`src/rtl/game_pkg.sv`:
```
// Shared types and constants for the game referee: FSM states, result codes
// and the counter_main control mode driven when no game is running.
package game_pkg;

  typedef enum logic [2:0] {IDLE, INIT, RUN, DONE, CLEAR} state_t;

  localparam logic [1:0] WHO_NONE = 2'b00;
  localparam logic [1:0] WHO_WIN  = 2'b01;
  localparam logic [1:0] WHO_LOSE = 2'b10;
  localparam logic [1:0] WHO_TIE  = 2'b11;

  localparam logic [1:0] CTRL_IDLE = 2'b00;

  // Result code from the post-increment limit hits of the two tallies.
  function automatic logic [1:0] who_code(input logic win_hit, input logic lose_hit);
    return {lose_hit, win_hit};
  endfunction

endpackage

```
`src/rtl/event_tally.sv`:
```
// Saturating event counter with synchronous clear; hit_nxt flags that the
// value being loaded this cycle equals LIMIT, so the caller can act on it
// in the same cycle as the increment.
module event_tally #(
  parameter int CNT_W = 4,
  parameter int LIMIT = 15
) (
  input  logic             clk,
  input  logic             reset,
  input  logic             clr,
  input  logic             en,
  output logic [CNT_W-1:0] cnt,
  output logic             hit_nxt
);

  localparam logic [CNT_W-1:0] LIM = CNT_W'(LIMIT);

  logic [CNT_W-1:0] cnt_nxt;

  always_comb begin
    cnt_nxt = cnt;
    if (clr)
      cnt_nxt = '0;
    else if (en && cnt != LIM)
      cnt_nxt = cnt + 1'b1;
  end

  assign hit_nxt = (cnt_nxt == LIM);

  always_ff @(posedge clk) begin
    if (reset)
      cnt <= '0;
    else
      cnt <= cnt_nxt;
  end

endmodule

```
`src/rtl/game_referee.sv`:
```
// Game referee for counter_main: seeds the counter, tallies winner/loser
// pulses, declares the first side to LIMIT and pulses a clear afterwards.
//
// state | meaning
// IDLE  | waiting for start, outputs quiescent
// INIT  | one-cycle load strobe with captured seed, tallies cleared
// RUN   | counting events, ctrl follows mode
// DONE  | one-cycle game_over, result held
// CLEAR | one-cycle game_rst, then INIT (auto_restart) or IDLE
module game_referee
  import game_pkg::*;
#(
  parameter int WIDTH = 8,
  parameter int LIMIT = 15,
  parameter int CNT_W = 4
) (
  input  logic             clk,
  input  logic             reset,
  input  logic             start,
  input  logic             auto_restart,
  input  logic [1:0]       mode,
  input  logic [WIDTH-1:0] seed,
  input  logic             winner,
  input  logic             loser,
  output logic [1:0]       ctrl,
  output logic             init,
  output logic [WIDTH-1:0] load,
  output logic             game_rst,
  output logic [1:0]       who,
  output logic             game_over,
  output logic [CNT_W-1:0] win_cnt,
  output logic [CNT_W-1:0] lose_cnt,
  output logic [7:0]       games
);

  state_t state;
  logic   enter_init;
  logic   in_run;
  logic   win_hit;
  logic   lose_hit;

  assign enter_init = (state == IDLE && start) || (state == CLEAR && auto_restart);
  assign in_run     = (state == RUN);

  event_tally #(.CNT_W(CNT_W), .LIMIT(LIMIT)) u_win (
    .clk     (clk),
    .reset   (reset),
    .clr     (enter_init),
    .en      (in_run && winner),
    .cnt     (win_cnt),
    .hit_nxt (win_hit)
  );

  event_tally #(.CNT_W(CNT_W), .LIMIT(LIMIT)) u_lose (
    .clk     (clk),
    .reset   (reset),
    .clr     (enter_init),
    .en      (in_run && loser),
    .cnt     (lose_cnt),
    .hit_nxt (lose_hit)
  );

  always_ff @(posedge clk) begin
    if (reset) begin
      state     <= IDLE;
      ctrl      <= CTRL_IDLE;
      init      <= 1'b0;
      load      <= '0;
      game_rst  <= 1'b0;
      who       <= WHO_NONE;
      game_over <= 1'b0;
      games     <= 8'd0;
    end else begin
      init      <= 1'b0;
      game_rst  <= 1'b0;
      game_over <= 1'b0;
      if (enter_init) begin
        state <= INIT;
        init  <= 1'b1;
        load  <= seed;
        ctrl  <= mode;
        who   <= WHO_NONE;
      end else begin
        case (state)
          IDLE: ;
          INIT: begin
            state <= RUN;
            load  <= '0;
            ctrl  <= mode;
          end
          RUN: begin
            ctrl <= mode;
            // End of game is judged on the tallies as they will be after this edge.
            if (win_hit || lose_hit) begin
              state     <= DONE;
              who       <= who_code(win_hit, lose_hit);
              game_over <= 1'b1;
              games     <= games + 8'd1;
              ctrl      <= CTRL_IDLE;
            end
          end
          DONE: begin
            state    <= CLEAR;
            game_rst <= 1'b1;
          end
          CLEAR:   state <= IDLE;
          default: state <= IDLE;
        endcase
      end
    end
  end

endmodule

```
`config.mk`:
```
export PLATFORM = sky130hd
export DESIGN_NAME = game_referee
export DESIGN_NICKNAME = d
export VERILOG_FILES = /design/src/rtl/game_pkg.sv /design/src/rtl/event_tally.sv /design/src/rtl/game_referee.sv
export SDC_FILE = /design/constraint.sdc
export NUM_CORES = 1
export LEC_CHECK = 0
export ABC_CLOCK_PERIOD_IN_PS = 5000
export CELL_PAD_IN_SITES_DETAIL_PLACEMENT = 0
export CELL_PAD_IN_SITES_GLOBAL_PLACEMENT = 1
export CORE_ASPECT_RATIO = 1.25
export CORE_MARGIN = 4
export CORE_UTILIZATION = 36
export DETAILED_ROUTE_END_ITERATION = 12
export PLACE_DENSITY = 0.86
export SETUP_SLACK_MARGIN = 0.15
export SKIP_CTS_REPAIR_TIMING = 1
export SYNTH_ARGS = -nofsm -noshare
export SYNTH_HDL_FRONTEND = slang
export SYNTH_SLANG_ARGS = --single-unit
```
`constraint.sdc`:
```
create_clock -name clk -period 5 [get_ports clk]
set_input_delay 0.75 -clock clk [delete_from_list [all_inputs] [get_ports clk]]
set_output_delay 0.75 -clock clk [all_outputs]
set_load 0.03 [all_outputs]
```
# After elaboration in Yosys (flattened, before gate mapping)
# Cells that the tools add are included.
dict set report word_totals {
  out_inout_bits 31
  elab_cells 60
  regBits 34
  input_bits 16
}
dict set report classes {
  mux 15
  bitwise_logic 3
  n_addsub 3
  eq_ne 11
  reduce_logical 17
}
# cell count
set ops {}
lappend ops {{$mux W4} 4}
lappend ops {{$mux W8} 2}
lappend ops {{$pmux W3 S4} 1}
lappend ops {{$add A4 B1 Y4 const B} 2}
lappend ops {{$add A8 B1 Y8 const B} 1}
lappend ops {{$eq A4 B4 Y1 const B} 2}
lappend ops {{$ne A4 B4 Y1 const B} 2}
lappend ops {{$eq A3 B2 Y1 const B} 2}
lappend ops {{$logic_and A1 B1 Y1} 6}
lappend ops {{$reduce_and A2 Y1} 3}
lappend ops {{$mux W1} 4}
lappend ops {{$mux W2} 2}
lappend ops {{$pmux W2 S2} 1}
lappend ops {{$eq A3 B1 Y1 const B} 1}
lappend ops {{$eq A3 B3 Y1 const B} 1}
lappend ops {{$logic_not A3 Y1} 1}
lappend ops {{$mux W3} 1}
lappend ops {{$ne A3 B2 Y1 const B} 1}
lappend ops {{$not A1 Y1} 3}
lappend ops {{$reduce_and A3 Y1} 1}
lappend ops {{$reduce_bool A3 Y1} 1}
lappend ops {{$reduce_or A3 Y1} 1}
lappend ops {{$logic_or A1 B1 Y1} 2}
lappend ops {{$ne A2 B1 Y1 const B} 1}
lappend ops {{other kinds (3)} 3}

# Longest topological paths before layout
dict set report logic_depth {
  word_depth 10
  depth_mapped 8
  ltp_nobuf 7
}

# By module
# From an unflattened synthesis, not the netlist that was laid out.
dict set report hier_totals {
  cells_unflattened 165
  area_unflattened_um2 1535.2
}
# mod cells_each area_per_inst_um2 seq_area_each_um2 n_inst
set modules_own_cells {}
lappend modules_own_cells {game_referee 109 1052.3 520.5 1}
lappend modules_own_cells {event_tally 28 241.5 80.1 2}

# Worst setup path before layout
# OpenSTA, ideal clock, no wires.
dict set report synth_path {
  kind {register to register}
  start {register u_win.cnt[0]}
  end {register games[1]}
  arrival_ps 2113
  slack_ps 2760
  stages_incl_launch_ff 9
  setup_time_ps 128
  synth_period_minus_slack_ps 2240
  n_path_buf 1
  path_cell_list {dfxtp_1 > ha_1 > nand3_1 > nand2_1 > mux2_2 > a32oi_2 > buf_4 > mux2i_1 > nor2_1}
}
dict set report synth_via {
  elab_chain_len 7
  word_cells_on_any_way 8
  cone_classes {1 x add/sub; 2 x eq/ne; 2 x mux; 3 x reduce/logical}
}
# item line_no
set synth_lines {}
lappend synth_lines {{start, declared} event_tally.sv:12} ;# output logic [CNT_W-1:0] cnt,
lappend synth_lines {{start signal, assigned} event_tally.sv:34} ;# cnt <= cnt_nxt;
lappend synth_lines {{parallel branches: the longest is 2 deep, another holds $add A4 B1 Y4} --}
lappend synth_lines {{$mux W4 *} event_tally.sv:24} ;# else if (en && cnt != LIM)
lappend synth_lines {{$mux W4 *} event_tally.sv:22} ;# if (clr)
lappend synth_lines {{$eq A4 B4 Y1 *} event_tally.sv:28} ;# assign hit_nxt = (cnt_nxt == LIM);
lappend synth_lines {{$logic_or A1 B1 Y1 *} game_referee.sv:94} ;# if (win_hit || lose_hit) begin
lappend synth_lines {{$reduce_and A3 Y1 (no line) *} --}
lappend synth_lines {{end signal, assigned} game_referee.sv:98} ;# games <= games + 8'd1;
lappend synth_lines {{end, declared} game_referee.sv:33} ;# output logic [7:0] games
# Every way passes the cells marked *.
# A chain may end at the register's enable or synchronous reset.

# Final worst setup path
dict set report layout_path {
  start {input port winner}
  end {register games[5]}
}
dict set report layout_via {
  elab_chain_len 7
}
# item line_no
set layout_lines {}
lappend layout_lines {{start, declared} game_referee.sv:23} ;# input logic winner,
lappend layout_lines {{$logic_and A1 B1 Y1} game_referee.sv:49} ;# .en (in_run && winner),
lappend layout_lines {{$logic_and A1 B1 Y1} event_tally.sv:24}
lappend layout_lines {{$mux W4} event_tally.sv:24}
lappend layout_lines {{$mux W4} event_tally.sv:22}
lappend layout_lines {{$eq A4 B4 Y1} event_tally.sv:28}
lappend layout_lines {{$logic_or A1 B1 Y1} game_referee.sv:94}
lappend layout_lines {{$reduce_and A3 Y1 (no line)} --}
# Every way passes these cells.

==> impl_metrics.py <==
metrics = {
    "setup_path": {
        "critPathMaxFanout": 18,
        "crit_required_ns": 5.20,
        "end_kind": "flip-flop",
        "reg2reg_to": "games[5]$_SDFFE_PP0P_",
        "critPathKind": "in2reg",
        "cp-startpoint": "winner",
        "crit_arrival_ns": 2.88,
        "path_cells": "clkdlybuf4s50_1 -> a21boi_0 -> xor2_1 -> and3_1 -> a32oi_2 -> o21ai_0 -> a21oi_1",
        "cp_slowest_stage_delay_ns": 0.67,
        "cp_num_cells": 7,
        "slowest_stage": "a32oi_2",
        "reg2reg_from": "u_win.cnt[0]$_SDFF_PP0_",
        "path_buf_inv": 1,
        "crit_family": "compound AO/OA/AOI/OAI gates",
        "cp-start-kind": "input pin",
        "r2r.worst_path.cells": 7,
        "reg2reg_slack_ns": 2.63,
    },
    "clock_network": {
        "cts.root.buffer_cell": "clkbuf_8",
        "worstSkewPairLatency_ns": 0.28,
        "cts_tree": "built",
        "path_clk_slew_ns": 0.06,
        "numClockSinks": 34,
        "cts_buffers": 5,
        "clockBufferDepth": 2,
        "cts-htree-levels": 2,
    },
    "placed_design": {
        "portBuffers": 46,
        "place_congestion": 0.785,
        "numPlacedInstances": 248,
        "dp_hpwl_mm": 2.49,
    },
    "timing": {
        "final-setup-viol-count": 0,
        "fin_crit_ns": 2.67,
        "max_freq_ghz": 0.374,
        "slew_viol_final": 0,
        "fin_skew_ns": 0.00467,
        "period_share": 0.535,
        "tightest_slew_ns": 0.783,
        "hold_viol_final": 0,
        "slew_headroom": 0.478,
        "rsz0062_at_grt": "false",
        "finalSetupTns_ns": 0,
    },
    "synthesis": {
        "synth-seq-cells": 34,
        "synth_fa_ha_area_frac": 0.0259,
        "syn_area_per_cell_um2": 9.46,
        "yosys_warnings": 0,
        "synthFlopType": "dfxtp_1",
        "ys_async_sr_fraction": 0,
        "synth_edf_count": 0,
        "syn_inst": 153,
        "synthMuxAreaShare": 0.0424,
        "synth-simple-area-share": 0.237,
        "synth_fp_nets": 172,
        "yosys.area_share.xor_xnor": 0.0303,
        "synth-seq-area-share": 0.470,
        "synth_top_family_by_area": "simple AND/OR/NAND/NOR gates",
        "synth_area_um2": 1450,
        "synth.distinct_cells": 38,
        "synth-compound-area-share": 0.175,
    },
    "routing": {
        "vias_per_cell": 5.13,
        "postRouteAntennaNets": 0,
        "wl_per_cell_um": 13.5,
        "num_vias": 1303,
        "drt-total-wl_mm": 3.43,
        "drc_errors": 0,
        "dr.pass1.iters": 5,
        "drtIter0Drc": 75,
    },
    "floorplan": {
        "core_region_area_um2": 3850,
        "ios": 47,
        "initial_core_util": 0.376,
        "row_count": 25,
        "die_w_um": 64.7,
        "dieArea_um2": 5110,
        "die_h_um": 78.9,
    },
    "grt": {
        "grt_max_degree": 19,
        "grt_pass1_vias": 1158,
        "overflow": 0,
        "grt_use_total": 0.139,
        "antenna_found_initial": 0,
        "grt_first_pass_wirelength_mm": 5.43,
    },
    "pwr": {
        "power_frac_comb": 0.140,
        "p_sw_w": 0.000142,
        "seq_power_share": 0.510,
        "p_leak_nw": 0.760,
        "switching_share": 0.250,
        "p_clk_frac": 0.350,
        "irDropWorstVdd_mv": 0.178,
        "p_int_w": 0.000424,
        "power_density_nw_per_um2": 278,
    },
    "cells_and_area": {
        "final_common_cell": "clkdlybuf4s50_1",
        "diodes": 0,
        "drive_above_1_share": 0.0550,
        "layout.cells.non_filler": 254,
        "final_cell_mix": "clkdlybuf4s50_1 (46), dfxtp_1 (34), a21oi_1 (14), nand2_1 (12), nor2_1 (12)",
        "nFillCells": 370,
        "nets": 220,
        "area_growth_pct": 40.4,
    },
    "flow_run": {
        "max_cap_viol_count": 0,
    },
    "hold_path": {
        "whs_path_depth": 2,
        "holdPathEnd": "who[1]$_SDFFE_PP0P_",
        "min_from": "who[1]$_SDFFE_PP0P_",
        "min_path_type": "reg2reg",
    },
    "outcome": {
        "status": "complete, no violations",
    },
}
-- cells by family (layout without fill, tap and decap cells) --
| group | count (synthesis) | count (layout) |
|---|---|---|
| and+or+nand+nor | 62 | 62 |
| AOI/OAI and AO/OA | 37 | 37 |
| DFF | 34 | 34 |
| muxes | 6 | 6 |
| buffers and inverters | 6 | 53 |
| xor gates and xnor gates | 5 | 5 |
| adders and majority gates | 3 | 3 |
-- synth_stat cells, types with 2 or more instances --
| cell type | count | share of area |
|---|---|---|
| mux2i_1 | 5 | 0.035 |
| o21ai_0 | 4 | 0.014 |
| and4b_1 | 2 | 0.014 |
| and3_1 | 2 | 0.0086 |
| nand3_1 | 11 | 0.038 |
| nor2_1 | 12 | 0.031 |
| nand2_1 | 12 | 0.031 |
| a21oi_1 | 14 | 0.048 |
| a22o_1 | 8 | 0.048 |
| o21a_1 | 2 | 0.010 |
| nor3_1 | 3 | 0.010 |
| ha_1 | 3 | 0.026 |
| nand2b_1 | 3 | 0.013 |
| and2_1 | 3 | 0.013 |
| or3_1 | 7 | 0.030 |
| dfxtp_1 | 34 | 0.47 |
| o21ai_1 | 2 | 0.0069 |
| nor4bb_1 | 2 | 0.014 |
| xor2_1 | 5 | 0.030 |
-- per-layer routing --
layer	part of all wire	GRT usage
met5	0	0
met4	0.011	0.0444
met3	0.042	0.0608
met2	0.50	0.222
met1	0.45	0.166
-- power groups by stage --
stage | registers [W] | logic [W] | clock network [W]
after global placement | 0.000294 | 0.0000782 | 0
after floorplan | 0.000308 | 0.0000305 | 0
final | 0.000289 | 0.0000791 | 0.000198
after CTS | 0.000289 | 0.0000799 | 0.000205
after detailed placement | 0.000295 | 0.0000793 | 0
after global routing | 0.000290 | 0.0000849 | 0.000220
-- worst register-to-register path, stage by stage (launching register included) --
cell     delay, ns
dfxtp_1       0.43
ha_1          0.25
nand3_1       0.11
nand2_1       0.09
mux2_2        0.35
a32oi_2       0.67
o21ai_0       0.24
a21oi_1       0.15
-- stage by stage --
stage / cell area (um^2) / hold WS (ns) / worst slack [ns] / total power (W) / util
finish: 2030 / 0.462 / 2.33 / 0.000566 / 0.528
detailed placement: 1950 / 0.452 / 2.02 / 0.000374 / 0.507
global route: 2030 / 0.482 / 2.15 / 0.000595 / 0.528
floorplan: 1450 / 0.538 / 2.76 / 0.000339 / -
global placement: 1950 / 0.446 / 2.12 / 0.000372 / 0.507
CTS: 2030 / 0.463 / 2.32 / 0.000574 / 0.528
-- flip-flops by register name, summed over array words and instances (netlist names) --
register,count
u_lose.cnt,4
ctrl,2
state,3
games,8
u_win.cnt,4
load,8
game_rst,1
init,1
who,2
game_over,1
-- worst max path at each step --
| stage | to | slack, ns |
|---|---|---|
| finish | games[5]$_SDFFE_PP0P_ | 2.33 |
| global route | ctrl[0]$_SDFFE_PP0P_ | 2.15 |
| CTS | games[5]$_SDFFE_PP0P_ | 2.32 |
| detailed placement | games[5]$_SDFFE_PP0P_ | 2.02 |
| global placement | games[1]$_SDFFE_PP0P_ | 2.12 |
| floorplan | games[1]$_SDFFE_PP0P_ | 2.76 |
-- final cells by class --
class	instances	area, um^2	area share
multi-input cells	113	738	0.363
flip-flops and latches	34	681	0.335
repair buffers	46	460	0.226
clock buffers	6	82.6	0.0406
well taps	54	67.6	0.0332
inverters	1	3.75	0.00185
No activity file was read; power rests on OpenSTA's default activity.
